==> src/rtl/updown_ctrl_pkg.sv <==
// Shared definitions for the updown_ctrl slice.
//   deb_state_e : debounce FSM state encoding
//   clog2       : counter width helper (never returns less than 1)
package updown_pkg;

    typedef enum logic [1:0] {
        S_LOW       = 2'b00,
        S_RISE_WAIT = 2'b01,
        S_HIGH      = 2'b10,
        S_FALL_WAIT = 2'b11
    } deb_state_e;

    function automatic int unsigned clog2(input int unsigned v);
        int unsigned w;
        w = 0;
        for (int unsigned i = 0; i < 32; i++) begin
            if ((32'd1 << i) < v) w = i + 1;
        end
        return (w == 0) ? 1 : w;
    endfunction

endpackage

==> src/rtl/updown_ctrl_if.sv <==
// Pushbutton / prescaler control bus of updown_ctrl.
//   btn_raw, en                      : driven by master (environment)
//   UpOrDown, tick, press, btn_db    : driven by slave (updown_ctrl)
interface updown_ctrl_if;

    logic btn_raw;
    logic en;
    logic UpOrDown;
    logic tick;
    logic press;
    logic btn_db;

    modport master (
        output btn_raw, en,
        input  UpOrDown, tick, press, btn_db
    );

    modport slave (
        input  btn_raw, en,
        output UpOrDown, tick, press, btn_db
    );

endinterface

==> src/rtl/updown_ctrl_debounce.sv <==
// Two-FF synchronizer plus four-state debounce FSM for a raw pushbutton.
//   Clk, reset : clock, synchronous active-high reset
//   btn_raw_i  : asynchronous raw button level
//   btn_db_o   : debounced level (state decode)
//   press_o    : one-cycle pulse after an accepted press
//   accept_o   : strobe in the cycle whose closing edge accepts a press
module btn_debounce
    import updown_pkg::*;
#(
    parameter int unsigned DEB_CYCLES = 4
) (
    input  logic Clk,
    input  logic reset,
    input  logic btn_raw_i,
    output logic btn_db_o,
    output logic press_o,
    output logic accept_o
);

    localparam int unsigned   CW       = clog2(DEB_CYCLES);
    localparam logic [CW-1:0] CNT_ONE  = CW'(1);
    localparam logic [CW-1:0] CNT_LAST = CW'(DEB_CYCLES - 1);

    logic          s1_q;
    logic          btn_s_q;
    deb_state_e    state_q;
    logic [CW-1:0] cnt_q;
    logic          press_q;

    always_ff @(posedge Clk) begin
        if (reset) begin
            s1_q    <= 1'b0;
            btn_s_q <= 1'b0;
            state_q <= S_LOW;
            cnt_q   <= '0;
            press_q <= 1'b0;
        end else begin
            s1_q    <= btn_raw_i;
            btn_s_q <= s1_q;
            press_q <= 1'b0;
            case (state_q)
                S_LOW: begin
                    if (btn_s_q) begin
                        state_q <= S_RISE_WAIT;
                        cnt_q   <= CNT_ONE;
                    end
                end
                S_RISE_WAIT: begin
                    if (!btn_s_q) begin
                        state_q <= S_LOW;
                        cnt_q   <= '0;
                    end else if (cnt_q == CNT_LAST) begin
                        state_q <= S_HIGH;
                        cnt_q   <= '0;
                        press_q <= 1'b1;
                    end else begin
                        cnt_q <= cnt_q + CNT_ONE;
                    end
                end
                S_HIGH: begin
                    if (!btn_s_q) begin
                        state_q <= S_FALL_WAIT;
                        cnt_q   <= CNT_ONE;
                    end
                end
                S_FALL_WAIT: begin
                    if (btn_s_q) begin
                        state_q <= S_HIGH;
                        cnt_q   <= '0;
                    end else if (cnt_q == CNT_LAST) begin
                        state_q <= S_LOW;
                        cnt_q   <= '0;
                    end else begin
                        cnt_q <= cnt_q + CNT_ONE;
                    end
                end
                default: begin
                    state_q <= S_LOW;
                    cnt_q   <= '0;
                end
            endcase
        end
    end

    assign btn_db_o = (state_q == S_HIGH) || (state_q == S_FALL_WAIT);
    assign press_o  = press_q;
    // Decoded purely from registers so the direction FF can flip on the
    // same edge that loads press_q.
    assign accept_o = (state_q == S_RISE_WAIT) && btn_s_q && (cnt_q == CNT_LAST);

endmodule

==> src/rtl/updown_ctrl.sv <==
// Direction / count-enable control stage feeding the up/down counter.
//   Clk, reset : clock, synchronous active-high reset
//   bus        : updown_ctrl_if.slave (btn_raw, en in; UpOrDown, tick,
//                press, btn_db out)
module updown_ctrl
    import updown_pkg::*;
#(
    parameter int unsigned DEB_CYCLES = 4,
    parameter int unsigned TICK_DIV   = 10
) (
    input  logic         Clk,
    input  logic         reset,
    updown_ctrl_if.slave bus
);

    localparam int unsigned   DW       = clog2(TICK_DIV);
    localparam logic [DW-1:0] DIV_ONE  = DW'(1);
    localparam logic [DW-1:0] DIV_LAST = DW'(TICK_DIV - 1);

    logic          press_w;
    logic          btn_db_w;
    logic          accept_w;

    logic          dir_q,  dir_d;
    logic [DW-1:0] div_q,  div_d;
    logic          tick_q, tick_d;

    btn_debounce #(
        .DEB_CYCLES (DEB_CYCLES)
    ) u_debounce (
        .Clk       (Clk),
        .reset     (reset),
        .btn_raw_i (bus.btn_raw),
        .btn_db_o  (btn_db_w),
        .press_o   (press_w),
        .accept_o  (accept_w)
    );

    always_comb begin
        dir_d  = dir_q ^ accept_w;
        div_d  = div_q;
        if (bus.en) begin
            div_d = (div_q == DIV_LAST) ? '0 : div_q + DIV_ONE;
        end
        // Registered tick: it is high exactly in the cycles where the
        // count sits at its last value after an enabled advance.
        tick_d = bus.en && (div_d == DIV_LAST);
    end

    always_ff @(posedge Clk) begin
        if (reset) begin
            dir_q  <= 1'b0;
            div_q  <= '0;
            tick_q <= 1'b0;
        end else begin
            dir_q  <= dir_d;
            div_q  <= div_d;
            tick_q <= tick_d;
        end
    end

    assign bus.UpOrDown = dir_q;
    assign bus.tick     = tick_q;
    assign bus.press    = press_w;
    assign bus.btn_db   = btn_db_w;

endmodule

==> src/flat_wrapper.sv <==
// flat-port wrapper written by rule: the top's interface ports become plain ports
module updown_ctrl_flat import updown_pkg::*;
#(
    parameter int unsigned DEB_CYCLES = 4,
    parameter int unsigned TICK_DIV   = 10
)
  (Clk, reset, bus_btn_raw, bus_en, bus_UpOrDown, bus_tick, bus_press, bus_btn_db);
  updown_ctrl_if bus_i ();
  input  logic Clk;
  input  logic reset;
  input wire logic [$bits(bus_i.btn_raw)-1:0] bus_btn_raw;
  input wire logic [$bits(bus_i.en)-1:0] bus_en;
  output wire logic [$bits(bus_i.UpOrDown)-1:0] bus_UpOrDown;
  output wire logic [$bits(bus_i.tick)-1:0] bus_tick;
  output wire logic [$bits(bus_i.press)-1:0] bus_press;
  output wire logic [$bits(bus_i.btn_db)-1:0] bus_btn_db;
  assign bus_i.btn_raw = bus_btn_raw;
  assign bus_i.en = bus_en;
  assign bus_UpOrDown = bus_i.UpOrDown;
  assign bus_tick = bus_i.tick;
  assign bus_press = bus_i.press;
  assign bus_btn_db = bus_i.btn_db;
  updown_ctrl #(.DEB_CYCLES(DEB_CYCLES), .TICK_DIV(TICK_DIV)) u_core (.Clk(Clk), .reset(reset), .bus(bus_i));
endmodule
==> config.mk <==
export PLATFORM = sky130hd
export DESIGN_NAME = updown_ctrl_flat
export DESIGN_NICKNAME = d
export VERILOG_FILES = /design/src/rtl/updown_ctrl_pkg.sv /design/src/rtl/updown_ctrl_if.sv /design/src/rtl/updown_ctrl_debounce.sv /design/src/rtl/updown_ctrl.sv /design/src/flat_wrapper.sv
export SDC_FILE = /design/constraint.sdc
export NUM_CORES = 1
export LEC_CHECK = 0
export ABC_CLOCK_PERIOD_IN_PS = 1100
export BUFFER_PORTS_ARGS = -buffer_cell sky130_fd_sc_hd__buf_2
export CAP_MARGIN = 5
export CORE_AREA = 2 2 39 41
export CTS_CLUSTER_DIAMETER = 40
export DETAILED_ROUTE_END_ITERATION = 6
export DIE_AREA = 0 0 41 43
export PLACE_DENSITY_LB_ADDON = 0.3
export SETUP_SLACK_MARGIN = 0.3
export SLEW_MARGIN = 5
export SYNTH_ARGS = -nofsm -noshare
export SYNTH_HDL_FRONTEND = slang
export SYNTH_SLANG_ARGS = --single-unit
==> constraint.sdc <==
create_clock -name Clk -period 1.1 [get_ports Clk]
set_input_delay 0.055 -clock Clk [delete_from_list [all_inputs] [get_ports Clk]]
set_output_delay 0.055 -clock Clk [all_outputs]
set_load 0.1 [all_outputs]
Word-level counts from Yosys, hierarchy flattened --
Index checks and enable logic that the tools add are counted.
Word-level totals: input port bits 4, output and inout port bits 4, logic and storage cells 46, register bits 13
Operators by class: multiplexer cells 15, reductions and logical operators 8, bitwise logic cells 3, $add $sub $neg 2, equality and inequality tests 10
Operators by type and width (number):
- two-way mux 2 bit | 10
- case mux 2 bit (4 select lines) | 2
- equality test 4 bit (second input constant) | 2
- two-way mux 4 bit | 2
- equality test 2 bit (second input constant) | 3
- inequality test 3 bit (second input constant) | 2
- adder 4 x 1 -> 4 bit (second input constant) | 1
- inequality test 2 bit (second input constant) | 2
- AND reduction 4 bit | 1
- logical AND 1 bit | 3
- OR reduction 3 bit | 1
- adder 2 x 1 -> 2 bit (second input constant) | 1
- equality test 2 x 1 -> 1 bit (second input constant) | 1
- zero test 2 bit | 1
- NOT 1 bit | 2
- AND reduction 2 bit | 1
- logical OR 1 bit | 1
- two-way mux 1 bit | 1
- XOR 1 bit | 1

Logic depth before layout (Yosys ltp) --
depth in word-level cells 5, depth in mapped cells 4, gate-level depth less buffers 4

Hierarchy --
A second synthesis with hierarchy kept.
Second synthesis, totals: cells, all modules 49, area total of the unflattened synthesis 503.0 um^2
Modules (own cells, without submodules):
- btn_debounce | cells each 24, area each 265.3 um^2, instances 1, seq. area each 140.1 um^2
- updown_ctrl | cells each 25, area each 237.7 um^2, instances 1, seq. area each 120.1 um^2

Worst setup path before layout --
Ideal clock, no wire load.
path kind register to register, from register u_core.dir_q (netlist: u_core.bus.UpOrDown), to register u_core.dir_q (netlist: u_core.bus.UpOrDown), library setup time 0.128 ns, cell stages (with the launch flop) 3, arrival 1.179 ns, data required time 0.972 ns, slack -0.207 ns, period minus slack after synthesis 1.307 ns, path buffers 0, path through dfxtp_1 > xor2_1 > nor2_1
On the way: longest elaborated chain between the ends 1
Ends and longest elaborated chain:
- from (decl) | RTL line updown_ctrl.sv:24 | logic dir_q, dir_d;
- from (signal assigned) | RTL line updown_ctrl.sv:56 | dir_q <= dir_d;
- XOR 1 bit | RTL line updown_ctrl.sv:40 | dir_d = dir_q ^ accept_w;
Every way passes these cells. A chain may end at the register's enable or synchronous reset.

Final worst setup path --
from register u_core.u_debounce.cnt_q[1], to register u_core.u_debounce.cnt_q[1]
On the way: longest elaborated chain between the ends 4, elaborated cells on any way between the ends 6, classes of those cells 1 x add/sub; 1 x eq/ne; 4 x mux
Ends and longest elaborated chain:
- from (decl) | RTL line updown_ctrl_debounce.sv:27 | logic [CW-1:0] cnt_q;
- from (signal assigned) | RTL line updown_ctrl_debounce.sv:57 | cnt_q <= cnt_q + CNT_ONE;
- from (signal assigned) | RTL line updown_ctrl_debounce.sv:74 | cnt_q <= cnt_q + CNT_ONE;
- adder 2 x 1 -> 2 bit / equality test 2 bit (equally long branches)
- two-way mux 2 bit (*) | RTL line updown_ctrl_debounce.sv:52, updown_ctrl_debounce.sv:70
- two-way mux 2 bit, on equally long branches | RTL line updown_ctrl_debounce.sv:67, updown_ctrl_debounce.sv:49
- case mux 2 bit (4 select lines) (*) | RTL line updown_ctrl_debounce.sv:41 | case (state_q)
Mark *: on every way between the ends. The rest lies on a longest branch, timed or not.

==> metrics <==
GPL Wtd Cong 0.678; CTS tree done; final worst path period need 1020 ps; Comb power frac 0.074; fillcell total 136; CP Max Fanout 2; FF+latch count, synth 13; crit path capture type flop; status completed; worst endpoint required time 1270 ps; Die Ht 43 µm; Net Sw Frac 0.238; Site Rows 14; largest family of logic cells by synthesized area simple AND/OR/NAND/NOR gates; Tcrit/Tclk final 0.923; mapped cell area 493 µm²; multiplexer share of the synthesized area 0; Detailed Place HPWL 556 µm; Hold Vio Cnt, Final 0; simple-gate portion of the synthesized area 0.266; area delta synth->final 54.1%; grt met2 use 0.166; Yosys cell types 23; die width 41 µm; initial antenna violation count 0; Post-Synthesis Cells 51; crit path DAT 1190 ps; Compound-Gate Fraction of Synth Area 0.0939; largest net degree at the start of global routing 14; DP Cell Count 72; Via Count 383; diodes inserted 0; Max-Slew Margin vs Limit 0.849; Synth Area in Adders 0.0254; Slew Limit Fails 0; clk sinks 13; met1 Use GR 0.125; Final TNS setup 0 ps; clock-pin slew on the worst setup and hold paths 80 ps; port bufs 7; Initial Util 0.356; CTS buffer count 3; Tot Pwr 0.849 mW; sequential-to-total area share from yosys stat 0.528; vias in the first global route 341; worst ir drop on vdd 0.766 mV; CTS Root Cell clkbuf_4; Reg power frac 0.582; Yosys top cell by area dfxtp_1; global-route wire length before repair 1300 µm; PwrDens 1120 nW/µm²; Startpoint Class flop; Synth Area in XOR/XNOR 0.0711; GRT Util Overall 0.113; DRC Markers 0; Pre-antenna DRT Iters 1; DRT iter0 DRCs 0; remaining global-route overflow 0; H-tree depth 1; Syn Area/Cell 9.67 µm²; RSZ-0062 raised after global routing true; max_cap viols 0; top cells by area, synth dfxtp_1 (53%), xor2_1 (5.3%), nor2b_1 (5.1%), nor2_1 (4.6%), nand2_1 (3.0%); IO Pins 8; die area 1760 µm²; Final nets 72; Via-to-Cell Ratio 4.67; CTS Buffer Depth 2; Synth top area share 0.528; clk_lat worst skew 270 ps; routed len/inst 10.4 µm; Worst Path Class, Setup reg2reg; Synth Warn # 0; actual slew at the worst max-slew pin 227 ps; clock share of power 0.345; final wirelength 854 µm; Syn Nets 56; Cell Int Power 0.647 mW; share of post-route cells with drive strength above 1 0.561; Net Sw Power 0.202 mW; Routed Antenna Nets 0; hold slack 80.4 ps; Setup-failing EPs final 0; met3 GRT Util 0.0471; Clock Skew 0.647 ps; CORE AREA 1380 µm²; Leakage Power 0.291 nW; Hold Crit Class in2reg; Max Fclk 985 MHz; global routing's busiest layer met2; Cell Count, Final, Fillers Out 82
-- synth_stat cells --
cell type / instances
dfxtp_1: 13
nor2_1: 6
nand2_1: 4
nor2b_1: 4
xor2_1: 3
a21oi_1: 2
nand3_1: 2
o21ai_0: 2
a211oi_1: 1
a21oi_2: 1
and3_1: 1
and4b_2: 1
buf_1: 1
clkbuf_1: 1
ha_1: 1
nand2_2: 1
nand3b_1: 1
nand4b_1: 1
nor3_1: 1
nor3b_1: 1
o21ba_2: 1
or3_1: 1
xnor2_1: 1
-- through the flow --
stage	util	cell area [µm²]	setup WS (ps)
after CTS	0.505	698	84.2
after global routing	0.549	759	67.5
after floorplan	-	514	103
after detailed placement	0.425	588	66.9
after global placement	0.425	588	82.8
final	0.549	759	84.9
-- critical path, cell delays in order, from the launching register on --
cell and delay, ps:
dfxtp_2 340, ha_4 230, and3_4 170, o21ba_2 180
-- worst paths after layout --
| check | startpoint | to | slack, ps | cells past startpoint |
|---|---|---|---|---|
| worst max register to register | u_core.u_debounce.cnt_q[1]$_SDFFE_PP0P_ | u_core.u_debounce.cnt_q[1]$_SDFFE_PP0P_ | 80 | 3 |
| worst max-delay path | u_core.u_debounce.cnt_q[1]$_SDFFE_PP0P_ | u_core.u_debounce.cnt_q[1]$_SDFFE_PP0P_ | 80 | 3 |
| worst min-delay path | reset | u_core.div_q[1]$_SDFF_PP0_ | 80 | 2 |
| worst min register to register | u_core.u_debounce.s1_q$_SDFF_PP0_ | u_core.u_debounce.btn_s_q$_SDFF_PP0_ | 440 | 1 |
-- registers in the layout (all words and copies together), names as in the netlist, named ones only --
register,count
u_core.bus.UpOrDown,1
u_core.u_debounce.cnt_q,2
u_core.div_q,4
u_core.bus.tick,1
u_core.u_debounce.s1_q,1
u_core.u_debounce.btn_s_q,1
u_core.u_debounce.state_q,1
u_core.u_debounce.press_o,1
-- power groups by stage --
stage               combinational [mW]  sequential [mW]  clock (mW)
finish                          0.0626            0.494       0.293
global route                    0.0694            0.497       0.342
CTS                             0.0575            0.496       0.311
detailed placement              0.0408            0.509           0
global placement                0.0398            0.509           0
floorplan                       0.0286            0.505           0
-- per-layer routing --
| layer | up-vias | routed length (µm) |
|---|---|---|
| met2 | 8 | 396 |
| met3 | 2 | 38 |
| met4 | 0 | 14 |
| met5 | - | 0 |
| li1 | 202 | - |
| met1 | 171 | 404 |
-- cells in the final DEF (no fill, tap or decap), drive strengths merged --
master        n
or3           1
nor2b         4
and3          1
nand2         5
buf          12
o21ai         2
clkinv        1
clkbuf        3
nand3         2
xnor2         1
and4b         1
nor3b         1
nand4b        1
ha            1
dfxtp        13
o21ba         1
xor2          3
nor3          1
dlygate4sd3   1
a21oi         3
nand3b        1
a211oi        1
nor2          6
-- layout make-up --
cell class	instances	area, µm²	area share
Clock buffer	3	22.5	0.0297
Timing Repair Buffer	13	146	0.193
Tap cell	16	20.0	0.0264
Sequential cell	13	287	0.377
Clock inverter	1	5.00	0.00659
Multi-Input combinational cell	36	279	0.367
-- kinds of logic (layout without fill, tap and decap cells) --
| kind of cell | after synthesis | count (layout) |
|---|---|---|
| DFF | 13 | 13 |
| adders and majority gates | 1 | 1 |
| and+or+nand+nor | 24 | 24 |
| xor gates and xnor gates | 4 | 4 |
| buffers and inverters | 2 | 17 |
| AOI/OAI and AO/OA | 7 | 7 |
-- repair_timing --
action / CTS / global route
hold buffers: 1 / 0
resized for setup: 15 / 11
endpoints found under the hold margin: 1 / 0
pin swaps: 3 / 4
buffers inserted: 3 / 2
endpoints found under the setup margin: 14 / 14
No activity file was read; power rests on OpenSTA's default activity.
